`src/rtl/async_fifo_pkg.sv`:
```
// Shared definitions for the async FIFO pointer synchronisers (both directions).
package async_fifo_pkg;

    // Legal depth range of a synchroniser flop chain.
    localparam int SYNC_STAGES_MIN = 2;
    localparam int SYNC_STAGES_MAX = 4;

    // Widest pointer the conversion helpers accept; narrower pointers are zero-extended.
    localparam int GRAY_W_MAX = 32;

    // Gray to binary: each binary bit is the XOR of all Gray bits at or above it.
    // Zero-extended upper bits contribute nothing, so callers may truncate the result.
    function automatic logic [GRAY_W_MAX-1:0] gray2bin(input logic [GRAY_W_MAX-1:0] gray);
        logic [GRAY_W_MAX-1:0] bin;
        bin[GRAY_W_MAX-1] = gray[GRAY_W_MAX-1];
        for (int i = GRAY_W_MAX - 2; i >= 0; i--) begin
            bin[i] = bin[i+1] ^ gray[i];
        end
        return bin;
    endfunction

    // Binary to Gray, used by the pointer registers that feed a synchroniser.
    function automatic logic [GRAY_W_MAX-1:0] bin2gray(input logic [GRAY_W_MAX-1:0] bin);
        return bin ^ (bin >> 1);
    endfunction

endpackage

```
`src/rtl/sync_chain_n.sv`:
```
// Generic N-flop synchroniser chain with asynchronous active-high reset.
// Stage 0 samples the asynchronous input; q is the last stage.
module sync_chain_n
    import async_fifo_pkg::*;
#(
    parameter int WIDTH  = 5,
    parameter int STAGES = 2
) (
    input  logic             clk,
    input  logic             rst,
    input  logic [WIDTH-1:0] d,
    output logic [WIDTH-1:0] q
);

    generate
        if (STAGES < SYNC_STAGES_MIN || STAGES > SYNC_STAGES_MAX) begin : g_bad_stages
            $error("sync_chain_n: STAGES=%0d outside %0d..%0d", STAGES, SYNC_STAGES_MIN, SYNC_STAGES_MAX);
        end
    endgenerate

    logic [WIDTH-1:0] stage_r [STAGES];

    // Shift the sampled value one flop further down the chain on every edge.
    always_ff @(posedge clk or posedge rst) begin
        if (rst) begin
            for (int i = 0; i < STAGES; i++) begin
                stage_r[i] <= {WIDTH{1'b0}};
            end
        end else begin
            stage_r[0] <= d;
            for (int i = 1; i < STAGES; i++) begin
                stage_r[i] <= stage_r[i-1];
            end
        end
    end

    assign q = stage_r[STAGES-1];

endmodule

```
`src/rtl/rptr_sync_wdomain.sv`:
```
// Write-side read-pointer synchroniser: brings the Gray read pointer into w_clk,
// converts it to binary and derives fill level, full/almost-full, a post-reset
// valid qualifier and a sticky pointer-consistency error.
module rptr_sync_wdomain
    import async_fifo_pkg::*;
#(
    parameter int ADDR_BITS   = 4,
    parameter int SYNC_STAGES = 2,
    parameter int AF_THRESH   = 12
) (
    input  logic               w_clk,
    input  logic               w_rst,
    input  logic [ADDR_BITS:0] r_ptr_gray,
    input  logic [ADDR_BITS:0] w_ptr_bin,
    input  logic               err_clr,
    output logic [ADDR_BITS:0] r_ptr_sync,
    output logic [ADDR_BITS:0] r_ptr_bin,
    output logic [ADDR_BITS:0] w_level,
    output logic               w_full,
    output logic               w_almost_full,
    output logic               sync_valid,
    output logic               ptr_err
);

    localparam int PTR_W = ADDR_BITS + 1;
    localparam int CNT_W = $clog2(SYNC_STAGES + 2);

    localparam logic [PTR_W-1:0] DEPTH_L     = PTR_W'(1 << ADDR_BITS);
    localparam logic [PTR_W-1:0] AF_THRESH_L = PTR_W'(AF_THRESH);
    localparam logic [CNT_W-1:0] VALID_TERM  = CNT_W'(SYNC_STAGES + 1);

    generate
        if (SYNC_STAGES < SYNC_STAGES_MIN || SYNC_STAGES > SYNC_STAGES_MAX) begin : g_bad_stages
            $error("rptr_sync_wdomain: SYNC_STAGES=%0d outside %0d..%0d", SYNC_STAGES, SYNC_STAGES_MIN, SYNC_STAGES_MAX);
        end
        if (AF_THRESH < 1 || AF_THRESH > (1 << ADDR_BITS)) begin : g_bad_thresh
            $error("rptr_sync_wdomain: AF_THRESH=%0d outside 1..%0d", AF_THRESH, 1 << ADDR_BITS);
        end
    endgenerate

    logic [CNT_W-1:0] valid_cnt_r;
    logic [PTR_W-1:0] level_s;
    logic             full_s;
    logic             almost_full_s;
    logic             over_s;

    sync_chain_n #(
        .WIDTH  (PTR_W),
        .STAGES (SYNC_STAGES)
    ) u_sync_chain (
        .clk (w_clk),
        .rst (w_rst),
        .d   (r_ptr_gray),
        .q   (r_ptr_sync)
    );

    // Convert the synchronised Gray pointer to binary in its own register stage.
    always_ff @(posedge w_clk or posedge w_rst) begin
        if (w_rst) begin
            r_ptr_bin <= {PTR_W{1'b0}};
        end else begin
            r_ptr_bin <= PTR_W'(gray2bin(GRAY_W_MAX'(r_ptr_sync)));
        end
    end

    // Count edges since reset release until the whole chain plus converter has flushed.
    always_ff @(posedge w_clk or posedge w_rst) begin
        if (w_rst) begin
            valid_cnt_r <= {CNT_W{1'b0}};
        end else if (valid_cnt_r != VALID_TERM) begin
            valid_cnt_r <= valid_cnt_r + CNT_W'(1);
        end else begin
            valid_cnt_r <= valid_cnt_r;
        end
    end

    assign sync_valid = (valid_cnt_r == VALID_TERM);

    // Fill level and flags; until the pipeline is flushed the flags block writes.
    always_comb begin
        level_s       = w_ptr_bin - r_ptr_bin;
        full_s        = 1'b1;
        almost_full_s = 1'b1;
        over_s        = (level_s > DEPTH_L);
        if (sync_valid) begin
            full_s        = (level_s == DEPTH_L);
            almost_full_s = (level_s >= AF_THRESH_L);
        end else begin
            full_s        = 1'b1;
            almost_full_s = 1'b1;
        end
    end

    assign w_level       = level_s;
    assign w_full        = full_s;
    assign w_almost_full = almost_full_s;

    // Sticky error: an impossible level sets it; err_clr clears it unless a set coincides.
    always_ff @(posedge w_clk or posedge w_rst) begin
        if (w_rst) begin
            ptr_err <= 1'b0;
        end else if (over_s) begin
            ptr_err <= 1'b1;
        end else if (err_clr) begin
            ptr_err <= 1'b0;
        end else begin
            ptr_err <= ptr_err;
        end
    end

endmodule

```
`config.mk`:
```
export PLATFORM = sky130hd
export DESIGN_NAME = rptr_sync_wdomain
export DESIGN_NICKNAME = d
export VERILOG_FILES = /design/src/rtl/async_fifo_pkg.sv /design/src/rtl/sync_chain_n.sv /design/src/rtl/rptr_sync_wdomain.sv
export SDC_FILE = /design/constraint.sdc
export NUM_CORES = 1
export LEC_CHECK = 0
export BUFFER_PORTS_ARGS = -buffer_cell sky130_fd_sc_hd__buf_2
export CAP_MARGIN = 20
export CORE_AREA = 2 2 49 51
export DETAILED_ROUTE_END_ITERATION = 16
export DIE_AREA = 0 0 51 53
export GPL_TIMING_DRIVEN = 0
export RECOVER_POWER = 100
export SLEW_MARGIN = 30
export SYNTH_ARGS = -nofsm -noshare
export SYNTH_HDL_FRONTEND = slang
export SYNTH_SLANG_ARGS = --single-unit
```
`constraint.sdc`:
```
create_clock -name w_clk -period 6.45 [get_ports w_clk]
set_input_delay 1.29 -clock w_clk [delete_from_list [all_inputs] [get_ports w_clk]]
set_output_delay 1.29 -clock w_clk [all_outputs]
set_load 0.01 [all_outputs]
```
==> results.cfg <==
[place]
place_ws_ns = 2.11
port-buffer-count = 31
dpl.hpwl_um = 981
place_congestion = 0.690

[clock_network]
cts_tree = built
cts_hold_buf = 0
cts_max_path_buffers = 2
clk_pin_slew_worst_paths_ns = 0.09
ctsRootBufferMaster = clkbuf_4
clock_latency_ns = 0.28
cts_sinks = 18
cts_made_buffers = 3
cts-htree-levels = 1
post_cts_buffers = 0
cts-resized-gates = 0

[route]
vias_per_cell = 4.25
wl_per_cell_um = 9.76
met1_length_um = 534
drc = 0
drtIter0Drc = 1
wl_met3_um = 118
top_layer = met4
ant_nets = 0
dr.pass1.iters = 2
met2_length_um = 562
vias = 531
drt_wl_total_um = 1220

[critical_path]
cp-start-kind = primary input
ff2ff_path_depth = 7
path_max_fanout = 4
r2r_end = ptr_err$_DFFE_PP0P_
arrival_ns = 3.11
crit_path_top_delay_cell = fa_1
crit_chain = buf_2, inv_1, ha_1, inv_1, fa_1, xnor2_1, inv_1, or3_1, o31ai_1, clkbuf_1
crit_path_end_kind = output port
path_delay_family = adder cells
regToRegSetupSlack_ns = 4.37
cp.required_ns = 5.16
startpoint = w_ptr_bin[0]
worst_path_largest_cell_delay_ns = 0.40
critPathKind = in2out
crit_top_cell = inv_1
path_buf_inv = 5
reg2reg_from = r_ptr_bin[0]$_DFF_PP0_

[synthesis]
syn_nets = 82
netlist_area_um2 = 822
synth_area_leaders = dfrtp_1 (55%), ha_1 (7.6%), xnor2_2 (5.9%)
netlist.area_leader.share_pct = 54.8
yosys_warnings = 0
syn-instance-count = 63
ys_ff_latch = 18
syn_avg_cell_area_um2 = 13.0
synth.largest_area_cell = dfrtp_1
ys_seq_area_share_pct = 54.8
synth.distinct_cells = 22

[power_and_ir_drop]
leakage_nw = 0.480
ir_worst_vdd_v = 0.000156
p_per_area_mw_per_mm2 = 276

[sta]
setup_violations = 0
fmax_mhz = 227
min_period_ns = 4.40
slew_headroom_pct = 56.4
final_hold_viol_count = 0
rsz0062_at_grt = no
report.final.slew_viol_count = 0
worst_slack_ns = 2.05
holdWs_ns = 0.353
fin_skew_ns = 0.000532
min_period_over_period_pct = 68.3
setup_tns_ns = 0
worst_slew_pin_slew_ns = 0.653

[worst_hold_path]
min_to = u_sync_chain.q[4]$_DFF_PP0_
hold_path.class = reg2reg
whs_path_depth = 0
hp-start = u_sync_chain.stage_r[9]$_DFF_PP0_

[floorplan]
coreArea_mm2 = 0.00215
die_y_um = 53
rows = 17
chipWidth_um = 51
start_util_pct = 38.3
ios = 32
die_area_mm2 = 0.00270

[run_status]
status = completed

[global_route]
grt_max_degree = 19
grt_pass1_wl_um = 2040
gr-usage-all-layers_pct = 10.5
grt_overflow_total = 0
antenna_found_initial = 0
grt_pass1_vias = 521

[finish]
synthToLayoutAreaGrowth_pct = 19.9
layout_common_cells = clkbuf_1 (18), dfrtp_1 (18), buf_2 (13)
drive_above_1_share_pct = 23.7
n_antenna_cell = 0
post-route-util_pct = 45.9
final_net_count = 118
n_fill_cell = 230

[flow_run]
cap_violations = 0
==> cell usage after synthesis <==
library cell / count
a21o_1: 1
a21oi_1: 2
buf_4: 5
clkinv_1: 1
dfrtp_1: 18
fa_1: 1
ha_1: 5
inv_1: 11
mux2_2: 1
mux2i_1: 1
nand2_1: 1
nand4b_1: 1
o211ai_1: 1
o21ai_2: 1
o22ai_1: 1
o31ai_1: 1
or3_1: 1
or4b_1: 1
xnor2_1: 3
xnor2_2: 3
xor2_1: 2
xor2_2: 1
==> layout make-up <==
type / instances / area, µm² / area share [%]
well taps: 28 / 35.0 / 3.55
flip-flops and latches: 18 / 450 / 45.7
inverters: 12 / 45.0 / 4.57
multi-input cells: 28 / 263 / 26.6
plain buffers: 5 / 37.5 / 3.81
clock buffers: 3 / 22.5 / 2.28
repair buffers: 31 / 133 / 13.5
==> stage by stage <==
stage	area [µm²]	total power [W]	std cells
6_report	986	0.000273	125
2_1_floorplan	822	0.000200	63
3_5_place_dp	1010	0.000235	122
5_1_grt	986	0.000295	125
4_1_cts	1030	0.000289	125
3_3_place_gp	1010	0.000233	122
==> sequential cells by signal (all words and copies together) (netlist names) <==
signal and cells:
r_ptr_bin 5, valid_cnt_r 2, u_sync_chain.q 5, ptr_err 1, u_sync_chain.stage_r 5
==> worst register-to-register path, stage by stage, from the launching register on <==
cell	delay, ns
dfrtp_1	0.35
ha_1	0.16
inv_1	0.05
fa_1	0.40
xnor2_1	0.31
or4b_1	0.46
mux2i_1	0.13
o22ai_1	0.08
==> logic make-up (layout without fill, tap and decap cells) <==
family / Yosys count / after routing / share of synthesized area, %
DFF: 18 / 18 / 54.8
and+or+nand+nor: 4 / 4 / 3.50
xor gates and xnor gates: 9 / 9 / 13.2
muxes: 2 / 2 / 2.59
AOI/OAI and AO/OA: 7 / 7 / 5.79
buffers and inverters: 17 / 51 / 10.0
adders and majority gates: 6 / 6 / 10.0
==> how the worst max path moves through the flow <==
stage                         to  cells after the start
after global placement    w_full                     10
after CTS                 w_full                     10
after global routing      w_full                     10
final                     w_full                     10
after detailed placement  w_full                     10
after floorplan           w_full                      8
==> report_power, final <==
| part | internal [W] | switching, W | leakage (nW) | total, W |
|---|---|---|---|---|
| Combinational | 0.0000391 | 0.0000539 | 0.263 | 0.0000930 |
| Clock | 0.0000216 | 0.0000298 | 0.0138 | 0.0000514 |
| Sequential | 0.000123 | 0.00000522 | 0.203 | 0.000128 |
==> layer usage <==
metal	vias up	global-route usage, %
met1	236	12.5
li1	268	-
met3	2	1.98
met4	0	8.11
met2	25	16.9
met5	-	0
(Power assumes the default switching activity.)
